[src/rtl/gpio_serial_loader.sv]
// gpio_serial_loader: shifts one config word per pad into both GPIO chains, then strobes serial_load.
// Define GPIO_LOADER_BITBANG_EN to pass bb_* through to the chain outputs while idle.
module gpio_serial_loader #(
   parameter int NPADS     = 19,
   parameter int CFG_WIDTH = 13,
   parameter int CLK_DIV   = 2,
   parameter int ADDR_W    = $clog2(NPADS)
) (
   input  logic                 wb_clk_i,
   input  logic                 wb_rstn_i,
   input  logic                 xfer_start,
   output logic                 busy,
   output logic                 done,
   output logic [ADDR_W-1:0]    cfg_addr,
   input  logic [CFG_WIDTH-1:0] cfg_data_1,
   input  logic [CFG_WIDTH-1:0] cfg_data_2,
   input  logic                 bb_en,
   input  logic                 bb_clock,
   input  logic                 bb_load,
   input  logic                 bb_resetn,
   input  logic                 bb_data_1,
   input  logic                 bb_data_2,
   output logic                 serial_clock,
   output logic                 serial_load,
   output logic                 serial_resetn,
   output logic                 serial_data_1,
   output logic                 serial_data_2
);
   localparam logic [2:0] IDLE = 3'd0, SHIFT_LO = 3'd1, SHIFT_HI = 3'd2,
                          LOAD_LO = 3'd3, LOAD_HI = 3'd4, DONE = 3'd5;
   localparam int BW = CFG_WIDTH > 1 ? $clog2(CFG_WIDTH) : 1;
   localparam int DW = CLK_DIV > 1 ? $clog2(CLK_DIV) : 1;
   localparam logic [DW-1:0] DIV_RELOAD = DW'(CLK_DIV - 1);
   localparam logic [BW-1:0] BIT_TOP = BW'(CFG_WIDTH - 1);
   localparam logic [ADDR_W-1:0] PAD_TOP = ADDR_W'(NPADS - 1);

   logic [2:0]        state_q, state_d;
   logic [DW-1:0]     div_q, div_d;
   logic [BW-1:0]     bit_q, bit_d;
   logic [ADDR_W-1:0] pad_q, pad_d, addr_q, addr_d;
   logic busy_q, busy_d, done_q, done_d, sclk_q, sclk_d, sload_q, sload_d;
   logic sresetn_q, sresetn_d, sd1_q, sd1_d, sd2_q, sd2_d;
   logic bb_act, idle_bb;

`ifdef GPIO_LOADER_BITBANG_EN
   assign bb_act = bb_en;
`else
   logic bb_unused;
   assign bb_act    = 1'b0;
   assign bb_unused = ^{bb_en, bb_clock, bb_load, bb_resetn, bb_data_1, bb_data_2};
`endif

   always_comb begin
      state_d = state_q;
      div_d   = div_q;
      bit_d   = bit_q;
      pad_d   = pad_q;
      addr_d  = addr_q;
      sd1_d   = sd1_q;
      sd2_d   = sd2_q;
      if (state_q != IDLE && state_q != DONE && div_q != '0) begin
         div_d = div_q - 1'b1;
      end else begin
         unique case (state_q)
            IDLE: if (xfer_start) begin
               state_d = SHIFT_LO;
               div_d   = DIV_RELOAD;
               bit_d   = BIT_TOP;
               pad_d   = PAD_TOP;
               sd1_d   = cfg_data_1[CFG_WIDTH-1];
               sd2_d   = cfg_data_2[CFG_WIDTH-1];
            end
            SHIFT_LO: begin
               state_d = SHIFT_HI;
               div_d   = DIV_RELOAD;
               // move cfg_addr early so the next word is settled before the next SHIFT_LO samples it
               if (bit_q == '0) addr_d = pad_q == '0 ? PAD_TOP : pad_q - 1'b1;
            end
            SHIFT_HI: begin
               div_d = DIV_RELOAD;
               if (bit_q == '0 && pad_q == '0) begin
                  state_d = LOAD_LO;
               end else begin
                  state_d = SHIFT_LO;
                  bit_d   = bit_q == '0 ? BIT_TOP : bit_q - 1'b1;
                  pad_d   = bit_q == '0 ? pad_q - 1'b1 : pad_q;
                  sd1_d   = cfg_data_1[bit_d];
                  sd2_d   = cfg_data_2[bit_d];
               end
            end
            LOAD_LO: begin
               state_d = LOAD_HI;
               div_d   = DIV_RELOAD;
            end
            LOAD_HI: state_d = DONE;
            default: state_d = IDLE;
         endcase
      end
      idle_bb   = state_d == IDLE && bb_act;
      busy_d    = state_d inside {SHIFT_LO, SHIFT_HI, LOAD_LO, LOAD_HI};
      done_d    = state_d == DONE;
      sclk_d    = idle_bb ? bb_clock : state_d == SHIFT_HI;
      sload_d   = idle_bb ? bb_load : state_d == LOAD_HI;
      sresetn_d = idle_bb ? bb_resetn : 1'b1;
      if (!(state_d inside {SHIFT_LO, SHIFT_HI})) begin
         sd1_d = idle_bb ? bb_data_1 : 1'b0;
         sd2_d = idle_bb ? bb_data_2 : 1'b0;
      end
   end

   always_ff @(posedge wb_clk_i or negedge wb_rstn_i) begin
      if (!wb_rstn_i) begin
         state_q   <= IDLE;
         div_q     <= '0;
         bit_q     <= '0;
         pad_q     <= PAD_TOP;
         addr_q    <= PAD_TOP;
         busy_q    <= 1'b0;
         done_q    <= 1'b0;
         sclk_q    <= 1'b0;
         sload_q   <= 1'b0;
         sresetn_q <= 1'b0;
         sd1_q     <= 1'b0;
         sd2_q     <= 1'b0;
      end else begin
         state_q   <= state_d;
         div_q     <= div_d;
         bit_q     <= bit_d;
         pad_q     <= pad_d;
         addr_q    <= addr_d;
         busy_q    <= busy_d;
         done_q    <= done_d;
         sclk_q    <= sclk_d;
         sload_q   <= sload_d;
         sresetn_q <= sresetn_d;
         sd1_q     <= sd1_d;
         sd2_q     <= sd2_d;
      end
   end

   assign busy          = busy_q;
   assign done          = done_q;
   assign cfg_addr      = addr_q;
   assign serial_clock  = sclk_q;
   assign serial_load   = sload_q;
   assign serial_resetn = sresetn_q;
   assign serial_data_1 = sd1_q;
   assign serial_data_2 = sd2_q;
endmodule

[config.mk]
export PLATFORM = sky130hd
export DESIGN_NAME = gpio_serial_loader
export DESIGN_NICKNAME = d
export VERILOG_FILES = /design/src/rtl/gpio_serial_loader.sv
export SDC_FILE = /design/constraint.sdc
export NUM_CORES = 1
export LEC_CHECK = 0
export ABC_AREA = 1
export CORE_MARGIN = 2
export CORE_UTILIZATION = 40
export CTS_BUF_LIST = sky130_fd_sc_hd__clkbuf_8
export DETAILED_ROUTE_END_ITERATION = 8
export PLACE_DENSITY = 0.72
export SLEW_MARGIN = 20
export SYNTH_ARGS = -nofsm -noshare
export SYNTH_HDL_FRONTEND = slang
export SYNTH_SLANG_ARGS = --single-unit
[constraint.sdc]
create_clock -name wb_clk_i -period 1.7 [get_ports wb_clk_i]
set_input_delay 0.255 -clock wb_clk_i [delete_from_list [all_inputs] [get_ports wb_clk_i]]
set_output_delay 0.255 -clock wb_clk_i [all_outputs]
set_load 0.05 [all_outputs]
==> metrics.txt <==
outcome completed; Synth area leaders dfrtp_1, nand2_1, nand3_1, dfstp_2, inv_1; drt initial violations 95; fin worst setup slack 0.0932 ns; peak supply drop 439 µV; Num CTS Buffers 3; vias in the first global route 1425; # rows 22; ANT nets after route 0; mapped cell area 1580 µm²; Synth cell types 30; syn avg cell area 7.35 µm²; WS Path Type flip-flop to flip-flop; core area 3720 µm²; Slew Viols, Final 0; routed len/inst 11.3 µm; Pwr Total 1060 µW; clock root buffer clkbuf_8; R2R setup slack 0.09 ns; compound-cell area share of the yosys netlist 7.44%; LEAKAGE 0.00107 µW; layout cells sized above 1 25.4%; vias 1541; peak fanout along the critical path 5; area grow syn2layout 39.0%; Clk pin slew, worst setup/hold paths 0.08 ns; Syn. warnings 0; Post-Route WL 3.63 mm; I/O pin count 47; first-pass GRT wire length 6.21 mm; Final setup viols 0; grt ovf 0; fin crit share 94.5%; RSZ-0062 raised after global routing true; Adder-Cell Fraction of Synth Area 2.38%; diodes inserted 0; drt pass-1 iters 4; Hold Violations, Final 0; Max H-tree Level 1; Die Span X 66.9 µm; Peak Freq 622 MHz; worst path arrival time 1.82 ns; XOR/XNOR Fraction of Synth Area 2.22%; largest area contributor in the netlist dfrtp_1; drc violations 0; Setup Buffers After CTS 0; drt via density 4.82; Reg2Reg Depth 11; Synthesized Nets 253; mux cell area share after synthesis 1.90%; sequential area share after synthesis 39.9%; Die Area 4470 µm²; initial antenna violation count 0; NumNets Final 311; Min-Delay Path Class input pin to asynchronous set/reset pin; Final Critical Period 1.61 ns; CP Capture Type flip-flop; Synth Area in Simple Gates 38.3%; detailed placer's ending HPWL 2.87 mm; RePlAce Congestion 0.833; max_cap viols 0; Clk Latency, worst-skew pair 0.27 ns; Req. time, crit path 1.91 ns; Longest Clk Path Bufs 2; reg2reg start bit_q[1]; PortBufs 40; hold slack 0.336 ns; TritonCTS clock tree yes; critical path startpoint category flip-flop; Die H 66.9 µm; post-synthesis instance total 215; Sink Count 25; largest family of logic cells by synthesized area simple AND/OR/NAND/NOR gates; Clock Skew 0.00354 ns; reg2reg end serial_data_1; post-synth top area share 33.3%; Worst Setup SP bit_q[1]; pin count of the biggest net entering global routing 26; Placement Setup Slack 0.0515 ns; Pwr Density 483 nW/µm²; GR Util All Layers 18.0%; Initial Util 42.5%; Synth Register Bits 25
how the worst max path moves through the flow:
stage,cells after the start,to
global placement,11,serial_data_2
global route,11,serial_data_2
detailed placement,11,serial_data_1
finish,11,serial_data_1
CTS,11,serial_data_1
floorplan,10,serial_data_1
stage by stage:
stage               utilization [%]  setup TNS, ns  instances  area (µm²)
floorplan                         -              0        215        1580
global placement               56.6              0        316        2100
detailed placement             56.6              0        316        2100
CTS                            57.8              0        320        2150
global route                   59.1        -0.0921        320        2200
finish                         59.1              0        320        2200
critical path, stage by stage, from the launching register on:
cell	delay (ns)
dfrtp_1	0.37
inv_1	0.10
ha_4	0.16
nand3_2	0.13
nand2_2	0.13
buf_4	0.14
nand2_1	0.05
nand3_1	0.08
nand3_1	0.11
a21oi_1	0.14
nand2_1	0.08
nand2_1	0.07
flip-flops by register name, summed over array words and instances (netlist names):
signal and flops:
serial_clock 1, serial_data_1 1, div_q 1, serial_load 1, cfg_addr 5, pad_q 5, busy 1, serial_data_2 1
serial_resetn 1, bit_q 4, state_q 3, done 1
synth_stat cells (all sizes together):
| master | instances |
|---|---|
| xnor2 | 1 |
| clkinv | 1 |
| mux2 | 2 |
| o21ai | 14 |
| nor3 | 2 |
| dfstp | 4 |
| nand2 | 61 |
| o211ai | 1 |
| ha | 3 |
| or2 | 3 |
| a21oi | 4 |
| conb | 1 |
| o31ai | 1 |
| nand3 | 42 |
| xor2 | 3 |
| a31oi | 2 |
| nor2 | 20 |
| nand4 | 1 |
| buf | 2 |
| dfrtp | 21 |
| inv | 26 |
placed cells by master (no fill, tap or decap), types with 4 or more instances in the layout:
cell type / n
a21oi_1: 4
buf_4: 27
clkdlybuf4s50_1: 28
dfrtp_1: 19
dfstp_2: 4
inv_1: 20
inv_2: 7
nand2_1: 53
nand2_2: 8
nand3_1: 39
nor2_1: 13
nor2_4: 4
o21ai_0: 11
kinds of logic after synthesis:
logic type      Yosys count
mux                       2
compound gates           22
buf+inv                  29
flops                    25
other cells               1
fa+ha+maj                 3
xor+xnor                  4
simple gates            129
final cells by class:
class | instances | area (µm²)
Clock buffer | 3 | 41.3
Timing Repair Buffer | 55 | 483
Clock inverter | 1 | 3.75
Multi-Input combinational cell | 161 | 872
Inverter | 27 | 104
Tap cell | 48 | 60.1
Sequential cell | 25 | 633
Fill cell | 357 | 1520
routing by layer:
layer,global-route usage (%),wire length [µm],vias to the layer above
li1,-,-,812
met1,25.5,1730,703
met2,27.9,1750,21
met3,2.70,105,5
met4,6.12,55,0
met5,0,0,-
where the power goes:
| part | leakage [µW] | total, µW | switching [µW] | internal, µW |
|---|---|---|---|---|
| Sequential | 0.000279 | 600 | 1.49 | 598 |
| Combinational | 0.000764 | 116 | 44.5 | 71.1 |
| Clock | 0.0000269 | 346 | 184 | 162 |
repair_timing:
item,CTS,global route
hold buffers,0,0
setup endpoints to repair,0,18
gates resized for setup,0,17
No activity file was read; power rests on OpenSTA's default activity.
